<file path="config.mk">
export PLATFORM = sky130hd
export DESIGN_NAME = qint_flat
export DESIGN_NICKNAME = d
export VERILOG_FILES = /design/src/rtl/qsic_pkg.sv /design/src/rtl/qint_if.sv /design/src/rtl/qsync2.sv /design/src/rtl/qint.sv /design/src/flat_wrapper.sv
export SDC_FILE = /design/constraint.sdc
export NUM_CORES = 1
export LEC_CHECK = 0
export BUFFER_PORTS_ARGS = -buffer_cell sky130_fd_sc_hd__buf_2
export CORE_MARGIN = 3
export CORE_UTILIZATION = 45
export DETAILED_ROUTE_END_ITERATION = 12
export PLACE_DENSITY = 0.89
export SLEW_MARGIN = 20
export SYNTH_ARGS = -nofsm -noshare
export SYNTH_HDL_FRONTEND = slang
export SYNTH_SLANG_ARGS = --single-unit
</file>
<file path="constraint.sdc">
create_clock -name clk -period 3.57 [get_ports clk]
set_input_delay 0 -clock clk [delete_from_list [all_inputs] [get_ports clk]]
set_output_delay 0 -clock clk [all_outputs]
set_load 0.01 [all_outputs]
</file>
<file path="src/rtl/qsic_pkg.sv">
// Shared QSIC definitions: interrupt FSM state encoding, QBUS request levels,
// and the synchronizer depth used by every raw bus receiver in the block.
package qsic_pkg;

    typedef enum logic [2:0] {
        ST_IDLE  = 3'd0,
        ST_REQ   = 3'd1,
        ST_VEC   = 3'd2,
        ST_REPLY = 3'd3,
        ST_DONE  = 3'd4,
        ST_PASS  = 3'd5
    } qint_state_t;

    localparam logic [1:0] BR4 = 2'd0;
    localparam logic [1:0] BR5 = 2'd1;
    localparam logic [1:0] BR6 = 2'd2;
    localparam logic [1:0] BR7 = 2'd3;

    localparam int SYNC_STAGES = 2;

    function automatic logic [3:0] level_onehot(input logic [1:0] lvl);
        return 4'b0001 << lvl;
    endfunction

endpackage

</file>
<file path="src/rtl/qint_if.sv">
// QBUS interrupt lines and DAL transceiver controls between qint (master)
// and the bus/transceiver side (slave).
interface qint_if;

    logic        RSYNC;
    logic        RDIN;
    logic        RIAKI;
    logic [3:0]  RIRQ;
    logic [3:0]  TIRQ;
    logic        TIAKO;
    logic        TRPLY;
    logic [15:0] vec_dal;
    logic        vec_oe;
    logic        vec_st;

    modport master (
        input  RSYNC, RDIN, RIAKI, RIRQ,
        output TIRQ, TIAKO, TRPLY, vec_dal, vec_oe, vec_st
    );

    modport slave (
        output RSYNC, RDIN, RIAKI, RIRQ,
        input  TIRQ, TIAKO, TRPLY, vec_dal, vec_oe, vec_st
    );

endinterface

</file>
<file path="src/rtl/qsync2.sv">
// Multi-flop synchronizer (SYNC_STAGES deep) for raw QBUS receivers; also
// usable by the register block.
module qsync2
    import qsic_pkg::*;
#(
    parameter int WIDTH = 1
) (
    input  logic             clk,
    input  logic             reset_L,
    input  logic [WIDTH-1:0] d_i,
    output logic [WIDTH-1:0] q_o
);

    logic [SYNC_STAGES-1:0][WIDTH-1:0] sync_q;

    always_ff @(posedge clk or negedge reset_L) begin
        if (!reset_L) begin
            sync_q <= '0;
        end else begin
            sync_q <= {sync_q[SYNC_STAGES-2:0], d_i};
        end
    end

    assign q_o = sync_q[SYNC_STAGES-1];

endmodule

</file>
<file path="src/rtl/qint.sv">
// QBUS interrupt controller: selects a requester, drives BIRQ, answers IAK with a vector or passes IAKO.
// Define QINT_RR_EN for round-robin requester selection; otherwise fixed priority (index 0 highest).
module qint
    import qsic_pkg::*;
#(
    parameter int N_REQ    = 4,
    parameter int IDX_BITS = 2
) (
    input  logic               clk,
    input  logic               reset_L,
    input  logic [8:0]         int_vector,
    input  logic [1:0]         int_priority,
    input  logic [N_REQ-1:0]   req,
    output logic [N_REQ-1:0]   ack,
    output logic               busy,
    qint_if.master             bus
);

    // state | meaning
    // IDLE  | nothing requested, no acknowledge in progress
    // REQ   | BIRQ at int_priority asserted, waiting for DIN+IAKI
    // VEC   | vector driven onto DAL and latched
    // REPLY | RPLY asserted until DIN drops; ack pulses on entry
    // DONE  | reply removed, waiting for IAKI to drop
    // PASS  | acknowledge not ours, IAKO asserted until IAKI drops

    qint_state_t          state_q, state_d;
    logic [N_REQ-1:0]     pend_q;
    logic [IDX_BITS-1:0]  sel, win_q, win_d;
    logic                 first_q;
    logic                 s_din, s_iak, s_sync;
    logic [3:0]           s_irq;
    logic [3:0]           above_mask;
    logic                 iak, blocked, ack_pulse;
    logic [6:0]           vec_word;
    logic [3:0]           tirq;
    logic                 tiako, trply, vec_oe, vec_st;

    qsync2 #(.WIDTH(1)) u_sync_din  (.clk(clk), .reset_L(reset_L), .d_i(bus.RDIN),  .q_o(s_din));
    qsync2 #(.WIDTH(1)) u_sync_iak  (.clk(clk), .reset_L(reset_L), .d_i(bus.RIAKI), .q_o(s_iak));
    qsync2 #(.WIDTH(1)) u_sync_sync (.clk(clk), .reset_L(reset_L), .d_i(bus.RSYNC), .q_o(s_sync));
    qsync2 #(.WIDTH(4)) u_sync_irq  (.clk(clk), .reset_L(reset_L), .d_i(bus.RIRQ),  .q_o(s_irq));

    // SYNC belongs to the register interface; vector bits [1:0] are fixed to 0 on the DAL.
    logic unused_ok;
    assign unused_ok = ^{int_vector[1:0], s_sync};

    assign iak        = s_din && s_iak;
    assign above_mask = 4'b1110 << int_priority;
    assign blocked    = |(s_irq & above_mask);

`ifdef QINT_RR_EN
    logic [IDX_BITS-1:0] ptr_q;

    // Lowest pending index overall, overridden by the lowest one above the pointer.
    always_comb begin
        sel = '0;
        for (int i = N_REQ - 1; i >= 0; i--) begin
            if (pend_q[i]) sel = IDX_BITS'(i);
        end
        for (int i = N_REQ - 1; i >= 0; i--) begin
            if (pend_q[i] && (i > int'(ptr_q))) sel = IDX_BITS'(i);
        end
    end

    always_ff @(posedge clk or negedge reset_L) begin
        if (!reset_L) begin
            ptr_q <= '0;
        end else if (ack_pulse) begin
            ptr_q <= win_q;
        end
    end
`else
    always_comb begin
        sel = '0;
        for (int i = N_REQ - 1; i >= 0; i--) begin
            if (pend_q[i]) sel = IDX_BITS'(i);
        end
    end
`endif

    always_ff @(posedge clk or negedge reset_L) begin
        if (!reset_L) begin
            state_q <= ST_IDLE;
            pend_q  <= '0;
            win_q   <= '0;
            first_q <= 1'b0;
        end else begin
            state_q <= state_d;
            pend_q  <= req;
            win_q   <= win_d;
            first_q <= (state_q == ST_VEC);
        end
    end

    always_comb begin
        state_d = state_q;
        win_d   = win_q;
        tirq    = '0;
        tiako   = 1'b0;
        trply   = 1'b0;
        vec_oe  = 1'b0;
        vec_st  = 1'b0;
        unique case (state_q)
            ST_IDLE: begin
                if (iak) begin
                    state_d = ST_PASS;
                end else if (|pend_q) begin
                    state_d = ST_REQ;
                end
            end
            ST_REQ: begin
                tirq = level_onehot(int_priority);
                if (pend_q == '0) begin
                    state_d = ST_IDLE;
                end else if (iak) begin
                    if (blocked) begin
                        state_d = ST_PASS;
                    end else begin
                        win_d   = sel;
                        state_d = ST_VEC;
                    end
                end
            end
            ST_VEC: begin
                vec_oe  = 1'b1;
                vec_st  = 1'b1;
                state_d = ST_REPLY;
            end
            ST_REPLY: begin
                trply  = 1'b1;
                vec_oe = 1'b1;
                if (!s_din) state_d = ST_DONE;
            end
            ST_DONE: begin
                if (!s_iak) state_d = ST_IDLE;
            end
            ST_PASS: begin
                tiako = 1'b1;
                if (!s_iak) state_d = ST_IDLE;
            end
            default: state_d = ST_IDLE;
        endcase
    end

    assign vec_word  = int_vector[8:2] + 7'(win_q);
    assign ack_pulse = (state_q == ST_REPLY) && first_q;
    assign ack       = ack_pulse ? (N_REQ'(1) << win_q) : '0;
    assign busy      = (state_q != ST_IDLE);

    assign bus.TIRQ    = tirq;
    assign bus.TIAKO   = tiako;
    assign bus.TRPLY   = trply;
    assign bus.vec_oe  = vec_oe;
    assign bus.vec_st  = vec_st;
    assign bus.vec_dal = vec_oe ? {7'b0, vec_word, 2'b00} : '0;

endmodule

</file>
<file path="src/flat_wrapper.sv">
// flat-port wrapper written by rule: the top's interface ports become plain ports
module qint_flat import qsic_pkg::*;
#(
    parameter int N_REQ    = 4,
    parameter int IDX_BITS = 2
)
  (clk, reset_L, int_vector, int_priority, req, ack, busy, bus_RSYNC, bus_RDIN, bus_RIAKI, bus_RIRQ, bus_TIRQ, bus_TIAKO, bus_TRPLY, bus_vec_dal, bus_vec_oe, bus_vec_st);
  qint_if bus_i ();
  input  logic clk;
  input  logic reset_L;
  input  logic [8:0] int_vector;
  input  logic [1:0] int_priority;
  input  logic [N_REQ-1:0] req;
  output logic [N_REQ-1:0] ack;
  output logic busy;
  input wire logic [$bits(bus_i.RSYNC)-1:0] bus_RSYNC;
  input wire logic [$bits(bus_i.RDIN)-1:0] bus_RDIN;
  input wire logic [$bits(bus_i.RIAKI)-1:0] bus_RIAKI;
  input wire logic [$bits(bus_i.RIRQ)-1:0] bus_RIRQ;
  output wire logic [$bits(bus_i.TIRQ)-1:0] bus_TIRQ;
  output wire logic [$bits(bus_i.TIAKO)-1:0] bus_TIAKO;
  output wire logic [$bits(bus_i.TRPLY)-1:0] bus_TRPLY;
  output wire logic [$bits(bus_i.vec_dal)-1:0] bus_vec_dal;
  output wire logic [$bits(bus_i.vec_oe)-1:0] bus_vec_oe;
  output wire logic [$bits(bus_i.vec_st)-1:0] bus_vec_st;
  assign bus_i.RSYNC = bus_RSYNC;
  assign bus_i.RDIN = bus_RDIN;
  assign bus_i.RIAKI = bus_RIAKI;
  assign bus_i.RIRQ = bus_RIRQ;
  assign bus_TIRQ = bus_i.TIRQ;
  assign bus_TIAKO = bus_i.TIAKO;
  assign bus_TRPLY = bus_i.TRPLY;
  assign bus_vec_dal = bus_i.vec_dal;
  assign bus_vec_oe = bus_i.vec_oe;
  assign bus_vec_st = bus_i.vec_st;
  qint #(.N_REQ(N_REQ), .IDX_BITS(IDX_BITS)) u_core (.clk(clk), .reset_L(reset_L), .int_vector(int_vector), .int_priority(int_priority), .req(req), .ack(ack), .busy(busy), .bus(bus_i));
endmodule
</file>
==> impl_metrics.yaml, run 1 <==
outcome:
  outcome: "finished, final reports clean"
clocking:
  clock_sinks: 20
  cts.clk_slew.worst_paths_ns: 0.10
  cts-root-buf: "clkbuf_4"
  cts_tree: "built"
  cts_buffer_depth: 2
  htreeDepth: 1
  cts_resized: 0
  cts_buffers: 3
  clock_latency_ns: 0.29
  post_cts_buffers: 0
  hold_buffers: 10
synth:
  syn_area_mm2: 0.00110
  synth_cell_type_count: 38
  ys_seq_area_share_pct: 45.7
  avgSynthCellArea_um2: 9.87
  synth_top_family_by_area: "simple AND/OR/NAND/NOR gates"
  synth_top_area_cell: "dfrtp_1"
  synthSimpleGateAreaFrac_pct: 22.8
  async_flop_share_pct: 100
  yosysTopAreaCellShare_pct: 45.7
  yosysWarnings: 0
  synth-compound-area-share_pct: 10.3
  synthAdderAreaFrac_pct: 4.11
  ys_ff_latch: 20
  synthXorXnorAreaFrac_pct: 3.20
  synth_area_leaders: "dfrtp_1, buf_4, nor2_1, nor3_1, xor2_1"
  synth.area.mux_share_pct: 3.65
  syn_inst: 111
  synthFlopType: "dfrtp_1"
  synth-edff-count: 0
die:
  start_util_pct: 48.6
  die_area_mm2: 0.00306
  chipWidth_um: 55.4
  core_area_mm2: 0.00225
  ioPinCount: 53
  die_y_um: 55.4
  fp-row-count: 17
setup_path:
  worstSetupPathType: "reg2out"
  cp_cell_sequence: "ha_1, inv_1, fa_1, nor2b_1, nand4_1, xor2_1, nor2_1, buf_2"
  crit_fanout: 5
  cp-end-kind: "output pin"
  max_stage_delay_ns: 0.43
  cp-start-kind: "flip-flop"
  reg2reg_depth: 4
  cp.required_ns: 3.57
  cp_slowest_cell: "dfrtp_1"
  crit_arrival_ns: 2.09
power_and_ir_drop:
  p_leak_nw: 0.727
  ir_worst_vdd_uv: 340
  powerDensity_mw_per_mm2: 520
grt:
  grt_pass1_wl_um: 3970
  grt_overflow: 0
  grt_pass1_vias: 992
  grt_max_degree: 21
  grtUsageTotal_pct: 15.5
  antenna_found_initial: 0
timing:
  min_period_ns: 2.09
  fin_crit_sh_pct: 58.5
  hold_violations: 0
  setup_slack_ns: 1.48
  setup_viol: 0
  rsz0062_at_grt: "no"
  drv_slew: 0
  tns_ns: 0
  clock_skew_ns: 0.00346
  clock.fmax_mhz: 479
run:
  maxCapViolCount: 0
layout:
  finalNetCount: 189
  diodes: 0
  num-fill-cells: 189
  post-route-util_pct: 62.1
  syn2layout_area_growth_pct: 27.7
  layout_commonest_cell: "buf_2"
  layout_common_cells: "buf_2, dfrtp_1, nor2_1, dlygate4sd3_1, conb_1"
  layout-drive-gt1-share_pct: 31.9
detailed_routing:
  drt-initial-drc-count: 20
  final_antenna_net_count: 0
  wl_per_cell_um: 11.9
  drc_errors: 0
  viasPerCell: 5.06
  wirelength_um: 2240
  dr.pass1.iters: 4
  vias: 952
placement:
  place_ws_ns: 1.78
  hpwl_um: 1730
  numPortBuffers: 39
  place_congestion: 0.856
worst_hold_path:
  hold_class: "in2async"
==> power breakdown <==
group / internal (W) / leakage [nW] / switching [W]
combinational: 0.000152 / 0.472 / 0.000167
clock: 0.0000393 / 0.0138 / 0.0000615
sequential: 0.000260 / 0.241 / 0.0000478
total: 0.000452 / 0.727 / 0.000276
==> worst max-delay path: cells and delay by family (launching register included) <==
| kind | cells | cell delay, ns |
|---|---|---|
| adders and majority gates | 2 | 0.59 |
| DFF | 1 | 0.43 |
| and+or+nand+nor | 3 | 0.42 |
| buffers and inverters | 2 | 0.20 |
| xor gates and xnor gates | 1 | 0.16 |
==> layer usage <==
| metal | global-route usage [%] | vias up | share of wire [%] |
|---|---|---|---|
| met1 | 14.9 | 452 | 36 |
| met4 | 6.60 | 0 | 1.9 |
| li1 | - | 455 | - |
| met3 | 2.57 | 6 | 5.2 |
| met2 | 31.4 | 39 | 57 |
| met5 | 0 | - | 0 |
==> cell families after synthesis <==
| kind of cell | after synthesis |
|---|---|
| compound gates | 17 |
| xor+xnor | 4 |
| fa+ha+maj | 3 |
| buf+inv | 19 |
| flops | 20 |
| mux | 3 |
| other cells | 1 |
| simple gates | 44 |
==> flip-flops by register name (all words and copies together), names as in the netlist <==
name / flops
u_core.first_q: 1
u_core.pend_q: 4
u_core.state_q: 3
u_core.u_sync_din.q_o: 1
u_core.u_sync_din.sync_q: 1
u_core.u_sync_iak.q_o: 1
u_core.u_sync_iak.sync_q: 1
u_core.u_sync_irq.q_o: 3
u_core.u_sync_irq.sync_q: 3
u_core.win_q: 2
==> worst paths after layout <==
kind                                                        from                               endpoint  slack, ns
max                                  u_core.win_q[0]$_DFFE_PN0P_                         bus_vec_dal[8]       1.48
min                                                      reset_L  u_core.u_sync_iak.sync_q[0]$_DFF_PN0_       0.16
max reg2reg                           u_core.pend_q[1]$_DFF_PN0_          u_core.state_q[0]$_DFFE_PN0P_       1.78
min reg2reg                u_core.u_sync_irq.sync_q[2]$_DFF_PN0_     u_core.u_sync_irq.q_o[2]$_DFF_PN0_       0.36
max in group asynchronous                                reset_L             u_core.pend_q[0]$_DFF_PN0_       3.12
min in group clk                                 int_priority[0]          u_core.state_q[1]$_DFFE_PN0P_       0.23
==> layout make-up <==
type	count	area [um2]	area share [%]
Clock buffer	3	22.5	1.61
Inverter	8	30.0	2.14
Timing Repair Buffer	49	295	21.1
Tap cell	28	35.0	2.50
Sequential cell	20	500	35.7
Multi-Input combinational cell	80	517	36.9
==> synthesized netlist by cell type, types with 2 or more instances <==
| cell type | count |
|---|---|
| ha_1 | 2 |
| o21ai_0 | 3 |
| buf_4 | 10 |
| nand4_1 | 2 |
| nor3b_1 | 2 |
| nor2b_1 | 3 |
| xor2_1 | 4 |
| o21bai_1 | 2 |
| nand2_1 | 6 |
| nor3_1 | 8 |
| a21oi_1 | 4 |
| mux2_4 | 2 |
| inv_1 | 7 |
| nor2_1 | 13 |
| dfrtp_1 | 20 |
==> stage by stage <==
step	total power (W)	instance area, um2	cells	hold WS (ns)
floorplan	0.000534	1130	119	-0.296
global placement	0.000600	1280	175	-0.0530
detailed placement	0.000620	1280	175	-0.0402
CTS	0.000730	1400	188	0.162
global route	0.000789	1400	188	0.197
finish	0.000728	1400	188	0.160
(Power assumes the default switching activity.)
==> run 2, diff against run 1 <==
--- a/config.mk
+++ b/config.mk
@@ -5,6 +5,7 @@
 export SDC_FILE = /design/constraint.sdc
 export NUM_CORES = 1
 export LEC_CHECK = 0
+export ABC_AREA = 1
 export BUFFER_PORTS_ARGS = -buffer_cell sky130_fd_sc_hd__buf_2
 export CORE_MARGIN = 3
 export CORE_UTILIZATION = 45
==> constraint.sdc (replaced) <==
create_clock -name clk -period 2.2 [get_ports clk]
set_input_delay 0 -clock clk [delete_from_list [all_inputs] [get_ports clk]]
set_output_delay 0 -clock clk [all_outputs]
set_load 0.01 [all_outputs]
==> run 2 against run 1 <==
Against the previous run:
- sequential share of layout area decreased by 1.1 points
- critical endpoint unchanged
- cell count increased by 16%
- clock power increased by 99%
- utilization increased by 1.4 points
==> impl_metrics.yaml, run 2 <==
layout:
  num-fill-cells: 206
  seqCellArea_um2: 500
  layout-drive-gt1-share_pct: 31.6
  diodes: 0
  syn2layout_area_growth_pct: 29.5
  largest-register: "u_core.pend_q"
  fin_cells: 218
  design_area_mm2: 0.00145
  layout_common_cells: "buf_2, nand2_1, inv_1, dfrtp_1"
  multiInputGateArea_um2: 480
  largest_reg_flops: 4
  layout_commonest_cell: "buf_2"
  post-route-util_pct: 63.5
  finalNetCount: 218
detailed_routing:
  final_antenna_net_count: 0
  viasPerCell: 4.61
  wirelength_um: 2170
  drt-initial-drc-count: 20
  vias: 1004
  dr.pass1.iters: 4
  drc_errors: 0
  wl_per_cell_um: 9.96
synth:
  yosysWarnings: 0
  synth_cell_type_count: 20
  syn_area_mm2: 0.00112
  syn_inst: 138
  synth_common_cells: "nand2_1, inv_1, dfrtp_1, nor2_1, nor3_1"
  synth-edff-count: 0
  avgSynthCellArea_um2: 8.09
  async_flop_share_pct: 100
  ys_seq_area_share_pct: 44.8
  yosysTopAreaCellShare_pct: 44.8
  synthFlopType: "dfrtp_1"
  synth_area_leaders: "dfrtp_1, nand2_1, inv_1, buf_4, nor3_1"
  ys_ff_latch: 20
  synth.most_common_cell: "nand2_1"
  synth_top_area_cell: "dfrtp_1"
die:
  core_area_mm2: 0.00228
  start_util_pct: 49.0
  die_y_um: 55.8
  ioPinCount: 53
  fp-row-count: 17
  chipWidth_um: 55.8
  die_area_mm2: 0.00311
placement:
  numPortBuffers: 39
  dp_cells: 204
  placed_cell_area_mm2: 0.00131
  hpwl_um: 1700
  place_congestion: 0.804
setup_path:
  crit_cells: 8
  cp_slowest_cell: "dfrtp_1"
  cp-start-kind: "flip-flop"
  cp-end-kind: "output pin"
  reg2reg_setup_slack_ns: 0.96
  startpoint: "u_core.win_q[0]$_DFFE_PN0P_"
  cp.required_ns: 2.20
  endpoint: "bus_vec_dal[8]"
  crit_fanout: 5
  r2r_start: "u_core.pend_q[3]$_DFF_PN0_"
  cp_cell_sequence: "ha_1, inv_1, fa_1, nor3_1, nand2_1, xor2_1, nor2_1, buf_2"
  critPathBufInv: 2
  r2r-end: "u_core.state_q[2]$_DFFE_PN0P_"
  worstSetupPathType: "reg2out"
  max_stage_delay_ns: 0.43
  reg2reg_depth: 8
  crit_family: "adder cells"
  crit_arrival_ns: 2.03
timing:
  hold_violations: 0
  clock.fmax_mhz: 492
  tns_ns: 0
  clock_skew_ns: 0.00219
  min_period_ns: 2.03
  drv_slew: 0
  rsz0062_at_grt: "no"
  fin_crit_sh_pct: 92.4
  setup_viol: 0
power_and_ir_drop:
  comb_power_share_pct: 46.5
  internal-power_w: 0.000761
  switching_share_pct: 41.5
  power.switching_w: 0.000539
  powerDensity_mw_per_mm2: 899
  seqPwrFrac_pct: 38.1
  fin_total_pwr_w: 0.00130
  p_leak_nw: 0.838
  clkPwrFrac_pct: 15.5
  ir_worst_vdd_uv: 671
clocking:
  clock_latency_ns: 0.29
  clock_sinks: 20
  cts_tree: "built"
  htreeDepth: 1
  cts-root-buf: "clkbuf_4"
  cts_resized: 0
  cts_buffer_depth: 2
  cts.clk_slew.worst_paths_ns: 0.10
  cts_buffers: 3
worst_hold_path:
  hold_class: "in2async"
grt:
  antenna_found_initial: 0
  grt_max_degree: 21
  met3_usage_pct: 3.02
  grt_pass1_wl_um: 3860
  use_met2_pct: 26.9
  grt_overflow: 0
  use_met1_pct: 18.0
  grt_pass1_vias: 940
  grtUsageTotal_pct: 15.1
  top_usage_layer: "met2"
outcome:
  outcome: "finished, final reports clean"
run:
  maxCapViolCount: 0
-- run 2: cell count changes in the layout (fill, tap and decap cells not counted), moves of 4 or more --
cell and delta:
nand3_1 +7, nand2_2 +6, nand2_1 +22, inv_1 +14, inv_2 +4
-- run 2: worst min path at each step --
stage / cells after the start / to / slack (ns)
3_5_place_dp: 1 / u_core.u_sync_iak.sync_q[0]$_DFF_PN0_ / -0.04
6_report: 2 / u_core.u_sync_iak.sync_q[0]$_DFF_PN0_ / 0.17
5_1_grt: 2 / u_core.u_sync_iak.sync_q[0]$_DFF_PN0_ / 0.21
3_3_place_gp: 1 / u_core.u_sync_din.sync_q[0]$_DFF_PN0_ / -0.05
2_1_floorplan: 0 / u_core.first_q$_DFF_PN0_ / -0.30
4_1_cts: 2 / u_core.u_sync_iak.sync_q[0]$_DFF_PN0_ / 0.17
-- run 2: power by group through the flow --
stage	Sequential (W)	Clock (W)	Combinational, W
5_1_grt	0.000506	0.000228	0.000700
4_1_cts	0.000496	0.000209	0.000611
2_1_floorplan	0.000489	0	0.000444
3_3_place_gp	0.000497	0	0.000582
3_5_place_dp	0.000503	0	0.000594
6_report	0.000495	0.000201	0.000604
-- run 2: layer usage --
layer  vias up  wire length [um]
met5         -                 0
met4         0                 0
met3         0               184
met2        42              1140
met1       452               843
li1        510                 -
-- run 2: cell type report --
type / count / share of cell area, %
repair buffers: 49 / 20.4
clock buffers: 4 / 2.51
flip-flops and latches: 20 / 34.6
multi-input cells: 91 / 33.2
well taps: 28 / 2.42
inverters: 26 / 6.75
-- run 2: what timing repair did --
item | in CTS | in global routing
hold buffers | 10 | 0
hold endpoints to repair | 29 | 0
setup buffers | 0 | 0
-- run 2: worst reg2reg max path, cell delays in order (launching register included) --
cell and delay (ns):
dfrtp_1 0.39, inv_1 0.07, nand2_1 0.06, nor2_1 0.21
nand3_1 0.16, nand2_2 0.11, nor2_4 0.04, nand2_1 0.05
nand2_1 0.05
-- run 2: logic make-up after synthesis --
family / share of synthesized area [%]
compound gates: 4.26
xor+xnor: 0.785
fa+ha+maj: 4.04
buf+inv: 14.8
flops: 44.8
other cells: 0.336
simple gates: 30.9
-- run 2: stage by stage --
stage | setup slack, ns | hold WS [ns]
floorplan | 0.623 | -0.296
global placement | 0.526 | -0.0451
detailed placement | 0.491 | -0.0386
CTS | 0.149 | 0.169
finish | 0.167 | 0.167
global route | 0.0196 | 0.205
==> run 3, diff against run 2 <==
==> constraint.sdc (replaced) <==
create_clock -name clk -period 2 [get_ports clk]
set_input_delay 0 -clock clk [delete_from_list [all_inputs] [get_ports clk]]
set_output_delay 0 -clock clk [all_outputs]
set_load 0.01 [all_outputs]
==> run 3 against run 2 <==
Against the previous run:
- clock skew grew 0.0092 ns
- via count is the same
- hold slack got worse by 0.023 ns
- sequential power rose by 8.3%
- global-route usage shrank 0.098 points
- cell count increased by 1.4%
- wire length increased by 2.9%
- critical path type unchanged
- largest power group unchanged
- highest routed layer is now met4
==> impl_metrics.yaml, run 3 (synthesis gave the netlist of run 2 again) <==
placement:
  place_congestion: 0.828
  placed_cell_area_mm2: 0.00131
  hpwl_um: 1660
  dp_cells: 204
  numPortBuffers: 39
layout:
  num-fill-cells: 194
  layout_common_cells: "buf_2, nand2_1, inv_1, dfrtp_1, nor2_1"
  largest_reg_flops: 4
  layout-drive-gt1-share_pct: 33.7
  design_area_mm2: 0.00148
  finalNetCount: 221
  syn2layout_area_growth_pct: 32.2
  diodes: 0
  fin_cells: 221
  largest-register: "u_core.pend_q"
  seqCellArea_um2: 500
  multiInputGateArea_um2: 488
  layout_commonest_cell: "buf_2"
grt:
  antenna_found_initial: 0
  grtUsageTotal_pct: 15.0
  grt_overflow: 0
  grt_pass1_wl_um: 3840
  grt_max_degree: 21
  grt_pass1_vias: 993
setup_path:
  crit_fanout: 2
  worstSetupPathType: "reg2out"
  cp-start-kind: "flip-flop"
  crit_arrival_ns: 1.81
  crit_family: "adder cells"
  cp_slowest_cell: "dfrtp_1"
  cp_cell_sequence: "ha_1, inv_1, fa_2, nor3_2, nand2_1, xor2_1, nor2_1, buf_2"
  max_stage_delay_ns: 0.36
  cp.required_ns: 2.00
  critPathBufInv: 2
  cp-end-kind: "output pin"
die:
  start_util_pct: 49.0
  ioPinCount: 53
  chipWidth_um: 55.8
  die_y_um: 55.8
  core_area_mm2: 0.00228
  fp-row-count: 17
  die_area_mm2: 0.00311
clocking:
  clock_sinks: 20
  cts_buffer_depth: 2
  cts_buffers: 3
  htreeDepth: 1
  cts_tree: "built"
  cts-root-buf: "clkbuf_4"
  cts.clk_slew.worst_paths_ns: 0.11
  clock_latency_ns: 0.30
detailed_routing:
  wirelength_um: 2230
  wl_per_cell_um: 10.1
  drc_errors: 0
  viasPerCell: 4.54
  drt-initial-drc-count: 17
  dr.pass1.iters: 5
  vias: 1004
  final_antenna_net_count: 0
outcome:
  outcome: "finished, final reports clean"
timing:
  clock.fmax_mhz: 551
  rsz0062_at_grt: "no"
  fin_crit_sh_pct: 90.7
  min_period_ns: 1.81
  tns_ns: 0
  drv_slew: 0
  clock_skew_ns: 0.0114
  whs_ns: 0.143
  hold_violations: 0
  setup_viol: 0
power_and_ir_drop:
  powerDensity_mw_per_mm2: 1000
  ir_worst_vdd_uv: 752
  p_leak_nw: 0.855
run:
  maxCapViolCount: 0
worst_hold_path:
  hold_class: "in2async"
-- run 3: cell types whose count changed in the layout (fill, tap and decap cells not counted), sizes merged --
cell,delta
buf,+3
-- run 3: area by class of cell --
class                   instances  share of cell area (%)
well taps                      28                    2.37
flip-flops and latches         20                    33.9
multi-input cells              91                    33.1
clock buffers                   4                    2.46
repair buffers                 52                    21.5
inverters                      26                    6.62
-- run 3: power by group --
part           total, W  switching [W]  leakage (nW)  internal (W)
clock          0.000230       0.000119        0.0210      0.000111
combinational  0.000710       0.000431         0.592      0.000280
sequential     0.000536      0.0000650         0.242      0.000471
-- run 3: timing repair --
item | in CTS | in global routing
resized for setup | 1 | 1
setup endpoints to repair | 1 | 1
setup buffers | 1 | 2
pin swaps | 0 | 1
hold buffers | 10 | 0
gates cloned | 0 | 0
hold endpoints to repair | 29 | 0
-- run 3: routing by layer --
metal  GRT usage (%)  share of wire [%]  up-vias
li1                -                  -      517
met1            17.0                 43      437
met2            26.9                 49       48
met3            3.02                8.0        2
met4            6.94               0.54        0
met5               0                  0        -
-- run 3: worst paths after layout --
check	startpoint	to	slack, ns	depth (start not counted)
hold / removal	reset_L	u_core.u_sync_iak.sync_q[0]$_DFF_PN0_	0.14	2
max in group asynchronous	reset_L	u_core.pend_q[0]$_DFF_PN0_	1.55	2
setup reg to reg	u_core.state_q[2]$_DFFE_PN0P_	u_core.state_q[2]$_DFFE_PN0P_	0.74	8
hold reg to reg	u_core.u_sync_din.sync_q[0]$_DFF_PN0_	u_core.u_sync_din.q_o$_DFF_PN0_	0.37	0
min in group clk	int_priority[0]	bus_TIRQ[0]	0.28	3
setup / recovery	u_core.win_q[0]$_DFFE_PN0P_	bus_vec_dal[8]	0.19	8
-- run 3: per-stage QoR --
step | power (W) | setup slack [ns] | util, %
global route | 0.00160 | 0.0337 | 64.8
CTS | 0.00147 | 0.0747 | 64.0
floorplan | 0.00103 | 0.423 | -
finish | 0.00148 | 0.187 | 64.8
detailed placement | 0.00121 | 0.279 | 57.5
global placement | 0.00119 | 0.330 | 57.5
